[src/rtl/serial_sub_ctrl_pkg.sv]
// Shared types and constants for the bit-serial subtraction controller.
package sub_pkg;

  // Controller phases: waiting for a request, shifting bits, presenting the result.
  typedef enum logic [1:0] {
    IDLE = 2'd0,
    RUN  = 2'd1,
    DONE = 2'd2
  } sub_state_t;

  // Widest operand the controller is meant to be built for.
  localparam int SUB_MAX_WIDTH = 32;

endpackage : sub_pkg

[src/rtl/serial_sub_ctrl_if.sv]
// Request/result handshake bundle between a requester and serial_sub_ctrl.
interface serial_sub_ctrl_if #(
  parameter int WIDTH = 8
);
  logic             start;
  logic [WIDTH-1:0] a;
  logic [WIDTH-1:0] b;
  logic             busy;
  logic             done;
  logic [WIDTH-1:0] diff;
  logic             borrow_out;

  modport master (
    output start, a, b,
    input  busy, done, diff, borrow_out
  );

  modport slave (
    input  start, a, b,
    output busy, done, diff, borrow_out
  );
endinterface : serial_sub_ctrl_if

[src/rtl/serial_sub_ctrl_bit_sub_cell.sv]
// One-bit full subtractor built from two cascaded half-subtractor stages.
module bit_sub_cell (
  input  logic x,
  input  logic y,
  input  logic bin,
  output logic d,
  output logic bout
);
  logic hs1_d_s;
  logic hs1_b_s;
  logic hs2_b_s;

  // First stage computes x - y, second stage subtracts the incoming borrow.
  always_comb begin
    hs1_d_s = x ^ y;
    hs1_b_s = ~x & y;
    d       = hs1_d_s ^ bin;
    hs2_b_s = ~hs1_d_s & bin;
    bout    = hs1_b_s | hs2_b_s;
  end
endmodule : bit_sub_cell

[src/rtl/serial_sub_ctrl.sv]
// Bit-serial a - b controller: one subtractor cell, LSB first, start/busy/done handshake.
module serial_sub_ctrl
  import sub_pkg::*;
#(
  parameter int WIDTH = 8
) (
  input  logic             clk,
  input  logic             rst_n,
  serial_sub_ctrl_if.slave bus
);
  localparam int            CW   = (WIDTH > 1) ? $clog2(WIDTH) : 1;
  localparam logic [CW-1:0] LAST = CW'(WIDTH - 1);

  sub_state_t       state_r;
  sub_state_t       next_state_s;
  logic [WIDTH-1:0] a_sh_r;
  logic [WIDTH-1:0] b_sh_r;
  logic [WIDTH-1:0] diff_sh_r;
  logic [CW-1:0]    cnt_r;
  logic             borrow_r;
  logic             busy_r;
  logic             done_r;
  logic             cell_d_s;
  logic             cell_bout_s;

  bit_sub_cell u_cell (
    .x    (a_sh_r[0]),
    .y    (b_sh_r[0]),
    .bin  (borrow_r),
    .d    (cell_d_s),
    .bout (cell_bout_s)
  );

  // State register.
  always_ff @(posedge clk or negedge rst_n) begin
    if (!rst_n) begin
      state_r <= IDLE;
    end else begin
      state_r <= next_state_s;
    end
  end

  // Next-state logic: accept in IDLE, stop after the last bit, DONE lasts one cycle.
  always_comb begin
    next_state_s = state_r;
    case (state_r)
      IDLE: begin
        if (bus.start) begin
          next_state_s = RUN;
        end else begin
          next_state_s = IDLE;
        end
      end
      RUN: begin
        if (cnt_r == LAST) begin
          next_state_s = DONE;
        end else begin
          next_state_s = RUN;
        end
      end
      DONE:    next_state_s = IDLE;
      default: next_state_s = IDLE;
    endcase
  end

  // Operand/result shifting, borrow chain and bit counter.
  always_ff @(posedge clk or negedge rst_n) begin
    if (!rst_n) begin
      a_sh_r    <= {WIDTH{1'b0}};
      b_sh_r    <= {WIDTH{1'b0}};
      diff_sh_r <= {WIDTH{1'b0}};
      cnt_r     <= {CW{1'b0}};
      borrow_r  <= 1'b0;
    end else begin
      case (state_r)
        IDLE: begin
          if (bus.start) begin
            a_sh_r    <= bus.a;
            b_sh_r    <= bus.b;
            diff_sh_r <= {WIDTH{1'b0}};
            cnt_r     <= {CW{1'b0}};
            borrow_r  <= 1'b0;
          end
        end
        RUN: begin
          a_sh_r    <= {1'b0, a_sh_r[WIDTH-1:1]};
          b_sh_r    <= {1'b0, b_sh_r[WIDTH-1:1]};
          diff_sh_r <= {cell_d_s, diff_sh_r[WIDTH-1:1]};
          borrow_r  <= cell_bout_s;
          // Hold at the last index so a narrow counter never wraps.
          if (cnt_r != LAST) begin
            cnt_r <= cnt_r + CW'(1);
          end
        end
        default: begin
          cnt_r <= cnt_r;
        end
      endcase
    end
  end

  // Handshake flags registered from the upcoming state so they line up with it.
  always_ff @(posedge clk or negedge rst_n) begin
    if (!rst_n) begin
      busy_r <= 1'b0;
      done_r <= 1'b0;
    end else begin
      busy_r <= (next_state_s == RUN);
      done_r <= (next_state_s == DONE);
    end
  end

  assign bus.busy       = busy_r;
  assign bus.done       = done_r;
  assign bus.diff       = diff_sh_r;
  assign bus.borrow_out = borrow_r;

endmodule : serial_sub_ctrl

[src/flat_wrapper.sv]
// flat-port wrapper written by rule: the top's interface ports become plain ports
module serial_sub_ctrl_flat import sub_pkg::*;
#(
  parameter int WIDTH = 8
)
  (clk, rst_n, bus_start, bus_a, bus_b, bus_busy, bus_done, bus_diff, bus_borrow_out);
  serial_sub_ctrl_if #(.WIDTH(WIDTH)) bus_i ();
  input  logic clk;
  input  logic rst_n;
  input wire logic [$bits(bus_i.start)-1:0] bus_start;
  input wire logic [$bits(bus_i.a)-1:0] bus_a;
  input wire logic [$bits(bus_i.b)-1:0] bus_b;
  output wire logic [$bits(bus_i.busy)-1:0] bus_busy;
  output wire logic [$bits(bus_i.done)-1:0] bus_done;
  output wire logic [$bits(bus_i.diff)-1:0] bus_diff;
  output wire logic [$bits(bus_i.borrow_out)-1:0] bus_borrow_out;
  assign bus_i.start = bus_start;
  assign bus_i.a = bus_a;
  assign bus_i.b = bus_b;
  assign bus_busy = bus_i.busy;
  assign bus_done = bus_i.done;
  assign bus_diff = bus_i.diff;
  assign bus_borrow_out = bus_i.borrow_out;
  serial_sub_ctrl #(.WIDTH(WIDTH)) u_core (.clk(clk), .rst_n(rst_n), .bus(bus_i));
endmodule
[config.mk]
export PLATFORM = sky130hd
export DESIGN_NAME = serial_sub_ctrl_flat
export DESIGN_NICKNAME = d
export VERILOG_FILES = /design/src/rtl/serial_sub_ctrl_pkg.sv /design/src/rtl/serial_sub_ctrl_if.sv /design/src/rtl/serial_sub_ctrl_bit_sub_cell.sv /design/src/rtl/serial_sub_ctrl.sv /design/src/flat_wrapper.sv
export SDC_FILE = /design/constraint.sdc
export NUM_CORES = 1
export LEC_CHECK = 0
export ABC_AREA = 1
export CORE_AREA = 2 2 59 61
export CTS_CLUSTER_DIAMETER = 200
export DETAILED_ROUTE_END_ITERATION = 10
export DIE_AREA = 0 0 61 63
export MAX_ROUTING_LAYER = met4
export PLACE_DENSITY_LB_ADDON = 0.12
export SLEW_MARGIN = 20
export SYNTH_ARGS = -nofsm -noshare
export SYNTH_HDL_FRONTEND = slang
export SYNTH_SLANG_ARGS = --single-unit
[constraint.sdc]
create_clock -name clk -period 1.3 [get_ports clk]
set_input_delay 0.26 -clock clk [delete_from_list [all_inputs] [get_ports clk]]
set_output_delay 0.26 -clock clk [all_outputs]
set_load 0.005 [all_outputs]
==> results of run 1 <==
synthesized netlist by cell type:
cell and count:
nand2_1 63, inv_4 1, nand4_1 3, buf_6 3, buf_4 3, nor2_2 1
nor2_1 21, nor2_4 1, nand2_4 4, buf_1 1, inv_1 22, dfrtp_1 32
ha_1 2, o21ai_0 1, o21ai_2 1, fa_1 1, nand3_1 32
flip-flops by register name, indices dropped and copies added, names as in the netlist:
signal	flops
u_core.bus.diff	8
u_core.b_sh_r	8
u_core.bus.busy	1
u_core.state_r	2
u_core.bus.borrow_out	1
u_core.a_sh_r	8
u_core.bus.done	1
u_core.cnt_r	3
area by class of cell:
type / count / area (µm²)
clock buffers: 7 / 65.1
clock inverters: 1 / 30.0
fillers: 294 / 1100
inverters: 23 / 88.8
multi-input cells: 130 / 618
flip-flops and latches: 32 / 802
well taps: 46 / 57.6
repair buffers: 49 / 467
metal layers:
metal / global-route usage / up-vias / wire length (µm) / part of all wire
met5: - / - / 0 / 0
met4: 0.0598 / 0 / 15 / 0.0046
met3: 0.0559 / 2 / 200 / 0.062
met2: 0.329 / 36 / 1620 / 0.50
met1: 0.251 / 606 / 1390 / 0.43
li1: - / 693 / - / -
report_power, final:
| group | switching (mW) | internal [mW] |
|---|---|---|
| logic | 1.13 | 1.02 |
| clock network | 0.344 | 0.511 |
| registers | 0.253 | 1.44 |
path summary, 6_finish.rpt:
check	to	slack, ns	cells after the start
min in group clk	u_core.b_sh_r[7]	0.48	3
setup / recovery	bus_diff[1]	0.05	1
hold / removal	u_core.bus.busy	0.28	2
hold reg to reg	u_core.bus.diff[0]	0.50	2
setup reg to reg	u_core.bus.diff[7]	0.06	3
max in group asynchronous	u_core.b_sh_r[1]	0.84	2
kinds of logic (layout without fill, tap and decap cells):
family	Yosys count	after routing	share of synthesized area
buffers and inverters	30	80	0.0951
AOI/OAI and AO/OA	2	2	0.00879
and+or+nand+nor	125	125	0.356
adders and majority gates	3	3	0.0288
DFF	32	32	0.512
what timing repair did:
item / in CTS / in global routing
buffers inserted: 5 / 2
pin swaps: 0 / 0
setup endpoints to repair: 11 / 10
gates cloned: 0 / 0
resized for setup: 11 / 5
per-stage QoR:
step           setup slack [ns]   util  instance area [µm²]  hold WS, ns
6_report                 0.0459  0.659                 2130        0.279
5_1_grt                0.000154  0.659                 2130        0.289
4_1_cts                  0.0167  0.652                 2110        0.283
3_5_place_dp            -0.0478  0.615                 1990        0.489
3_3_place_gp            -0.0145  0.615                 1990        0.484
2_1_floorplan            0.0987      -                 1570      -0.0356
==> results.json, run 1 <==
{
  "grt_max_degree": 33,
  "p_per_area_nw_per_um2": 2210,
  "grt_setup_unrepaired": "no",
  "syn_nets": 214,
  "fin_crit_sh": 0.965,
  "ys_seq_elements": 32,
  "instances_no_fill": 288,
  "start_kind": "register",
  "mostFrequentLayoutCell": "nand2_1",
  "grtUsageTotal": 0.205,
  "clk_pin_slew_ns": 0.11,
  "final_nets": 263,
  "fin_setup_tns_ns": 0,
  "dr_total_vias": 1337,
  "cts_max_level": 2,
  "finClkSkew_ns": 0.0106,
  "num_antenna_cells": 0,
  "worstMarginPinSlew_ns": 0.230,
  "grt_pass1_wl_um": 5760,
  "cts-root-buf": "clkbuf_4",
  "overflow": 0,
  "syn_area_um2": 1570,
  "slowest_stage": "dfrtp_1",
  "worstPathCellList": "dlygate4sd2_1",
  "slowest_delay_ns": 0.40,
  "status": "finished clean",
  "grt_pass1_vias": 1311,
  "ios": 30,
  "max-cap-violations": 0,
  "synthTopCellsByArea": "dfrtp_1 (51%), nand2_1 (15%), nand3_1 (10%), inv_1 (5.3%), nor2_1 (5.0%)",
  "critical_path_class": "reg2out",
  "rows": 21,
  "crit_fanout": 3,
  "cts_hold_buffers": 0,
  "drc": 0,
  "crit_start": "u_core.bus.diff[1]",
  "die_y_um": 63,
  "p_leak_nw": 1.19,
  "die-area_um2": 3840,
  "path_buf_inv": 1,
  "yosysWarnings": 0,
  "cts_made_buffers": 5,
  "postSynthAreaPerCell_um2": 8.15,
  "wl_per_cell_um": 11.2,
  "regToRegStartpoint": "u_core.bus.borrow_out",
  "max_freq_mhz": 797,
  "drt_iter0_drc": 75,
  "setup_viol": 0,
  "relSlewSlack": 0.847,
  "cp.required_ns": 1.04,
  "port-buffer-count": 29,
  "drive_above_1_share": 0.161,
  "final_cell_mix": "nand2_1 (62), nand3_1 (32), dfrtp_1 (31)",
  "cts.sinks": 32,
  "endpoint_kind": "output port",
  "die_width_um": 61,
  "final_max_slew_viol_count": 0,
  "syn_to_final_growth_pct": 36.0,
  "yosysUniqueCellTypes": 17,
  "min_path_type": "in2async",
  "critical-path-top-delay-family": "flip-flops",
  "hold_violations": 0,
  "ir_drop_v": 0.00103,
  "netlist.area_leader.share": 0.512,
  "power.total_mw": 4.70,
  "detail-route-antenna-nets": 0,
  "antenna_found_initial": 0,
  "wl_um": 3230,
  "period_needed_ns": 1.25,
  "clk_latency_ns": 0.33,
  "yosys.area.top_type": "dfrtp_1",
  "coreArea_um2": 3230,
  "cts_tree": "built",
  "syn_inst": 192,
  "ys_seq_area_frac": 0.512,
  "vias_per_cell": 4.64,
  "start_util": 0.484,
  "cp.arrival_ns": 0.99,
  "post-place-cells": 273,
  "dr.pass1.iters": 4,
  "place_hpwl_um": 2270,
  "gp_congestion": 0.758,
  "cts_buffer_depth": 2
}
No activity file was read; power rests on OpenSTA's default activity.
==> inputs of run 2 (changes only) <==
CTS_CLUSTER_DIAMETER = 150   (was 200)
clock period = 1.4 ns   (was 1.3 ns; I/O delays follow)
==> run 2 against run 1 <==
Clock-buffer cell count fell by 1; critical endpoint is now bus_diff[6]; first-iteration DRC count fell by 36%; sequential power fell by 6%; sequential share of layout area rose by 1.4 points; die area did not move; utilization fell by 2.4 points; clock skew fell by 0.0025 ns; worst setup slack improved by 0.063 ns.
==> results.json, run 2 (synthesized netlist as in run 1, its figures left out) <==
{
  "status": "finished clean",
  "cp.arrival_ns": 1.01,
  "die_width_um": 61,
  "antenna_found_initial": 0,
  "wl_per_cell_um": 11.4,
  "cts_hold_buffers": 0,
  "instances_no_fill": 286,
  "final_area_um2": 2050,
  "port-buffer-count": 29,
  "die-area_um2": 3840,
  "dr.pass1.iters": 4,
  "r2r_setup_slack_ns": 0.14,
  "rows": 21,
  "cts.sinks": 32,
  "grt_max_degree": 33,
  "reg2reg_depth": 6,
  "grtUsageTotal": 0.205,
  "drive_above_1_share": 0.146,
  "setup_viol": 0,
  "wl_um": 3270,
  "worstPathCellList": "dlygate4sd2_1",
  "dr_total_vias": 1372,
  "placed_cell_area_um2": 1940,
  "clk_latency_ns": 0.34,
  "post-place-cells": 270,
  "worstMarginPinSlew_ns": 0.229,
  "grt_pass1_wl_um": 5750,
  "path_buf_inv": 1,
  "holdWs_ns": 0.295,
  "fin_setup_tns_ns": 0,
  "drc": 0,
  "start_kind": "register",
  "critical_path_class": "reg2out",
  "mostFrequentLayoutCell": "nand2_1",
  "timing.final.ws_setup_ns": 0.109,
  "crit_start": "u_core.bus.diff[6]",
  "max-cap-violations": 0,
  "detail-route-antenna-nets": 0,
  "regToRegEndpoint": "u_core.cnt_r[0]",
  "slowest_stage": "dfrtp_1",
  "power.total_mw": 4.03,
  "final_cell_mix": "nand2_1 (63), nand3_1 (32), dfrtp_1 (31)",
  "overflow": 0,
  "endpoint_kind": "output port",
  "cts_made_buffers": 5,
  "die_y_um": 63,
  "syn_to_final_growth_pct": 30.9,
  "hold_violations": 0,
  "cp.required_ns": 1.12,
  "start_util": 0.484,
  "coreArea_um2": 3230,
  "dpl_worst_slack_ns": 0.0467,
  "slowest_delay_ns": 0.41,
  "clk_pin_slew_ns": 0.10,
  "max_freq_mhz": 775,
  "final_nets": 261,
  "p_leak_nw": 1.16,
  "regToRegStartpoint": "u_core.cnt_r[0]",
  "cts_buffer_depth": 2,
  "vias_per_cell": 4.80,
  "crit_fanout": 3,
  "finClkSkew_ns": 0.00813,
  "grt_setup_unrepaired": "no",
  "final_util": 0.634,
  "gp_congestion": 0.818,
  "cts_tree": "built",
  "cts_max_level": 2,
  "p_per_area_nw_per_um2": 1960,
  "ir_drop_v": 0.000888,
  "drt_iter0_drc": 48,
  "ios": 30,
  "min_path_type": "in2async",
  "critical-path-top-delay-family": "flip-flops",
  "num_antenna_cells": 0,
  "grt_pass1_vias": 1391,
  "cts-root-buf": "clkbuf_4",
  "place_hpwl_um": 2320,
  "relSlewSlack": 0.847,
  "final_max_slew_viol_count": 0,
  "period_needed_ns": 1.29,
  "fin_crit_sh": 0.922
}
==> run 2: cell count changes in the layout (fill, tap and decap cells not counted), moves of 2 or more <==
cell / before / now
buf_12: 3 / 1
dlygate4sd2_1: 9 / 11
clkinv_2: 0 / 2
clkdlybuf4s15_1: 2 / 0
==> run 2: area by class of cell <==
cell class                 instances  area, µm²
inverter                          23       88.8
tap                               46       57.6
fill                             314       1180
clock buffer                       6       51.3
clock inverter                     2       10.0
multi-input combinational        130        616
timing repair buffer              47        424
sequential                        32        802
==> run 2: worst max path at each step <==
stage                  endpoint  depth (start not counted)
2_1_floorplan   u_core.cnt_r[0]                          6
3_3_place_gp    u_core.cnt_r[1]                          5
3_5_place_dp    u_core.cnt_r[0]                          5
4_1_cts        u_core.a_sh_r[6]                          6
5_1_grt         u_core.cnt_r[1]                          6
6_report            bus_diff[6]                          1
==> run 2: what timing repair did <==
| action | in CTS | in global routing |
|---|---|---|
| gates cloned | 0 | 0 |
| endpoints found under the setup margin | 11 | 1 |
| setup buffers | 8 | 0 |
| resized for setup | 11 | 1 |
==> run 2: per-layer routing <==
layer / track usage / routed length, µm
met1: 0.223 / 1400
met2: 0.349 / 1640
met3: 0.0559 / 181
met4: 0.0707 / 43
met5: - / 0
==> run 2: power by group <==
group          switching, mW  total (mW)  leakage [nW]  internal (mW)
combinational           1.03        1.89         0.726          0.854
sequential             0.247        1.59         0.397           1.34
clock                  0.312       0.551        0.0380          0.239
==> inputs of run 3 (changes only) <==
CTS_CLUSTER_SIZE = 20   (was not set)
==> results of run 3 <==
Final layout, timing and power as in run 2 (identical DEF).
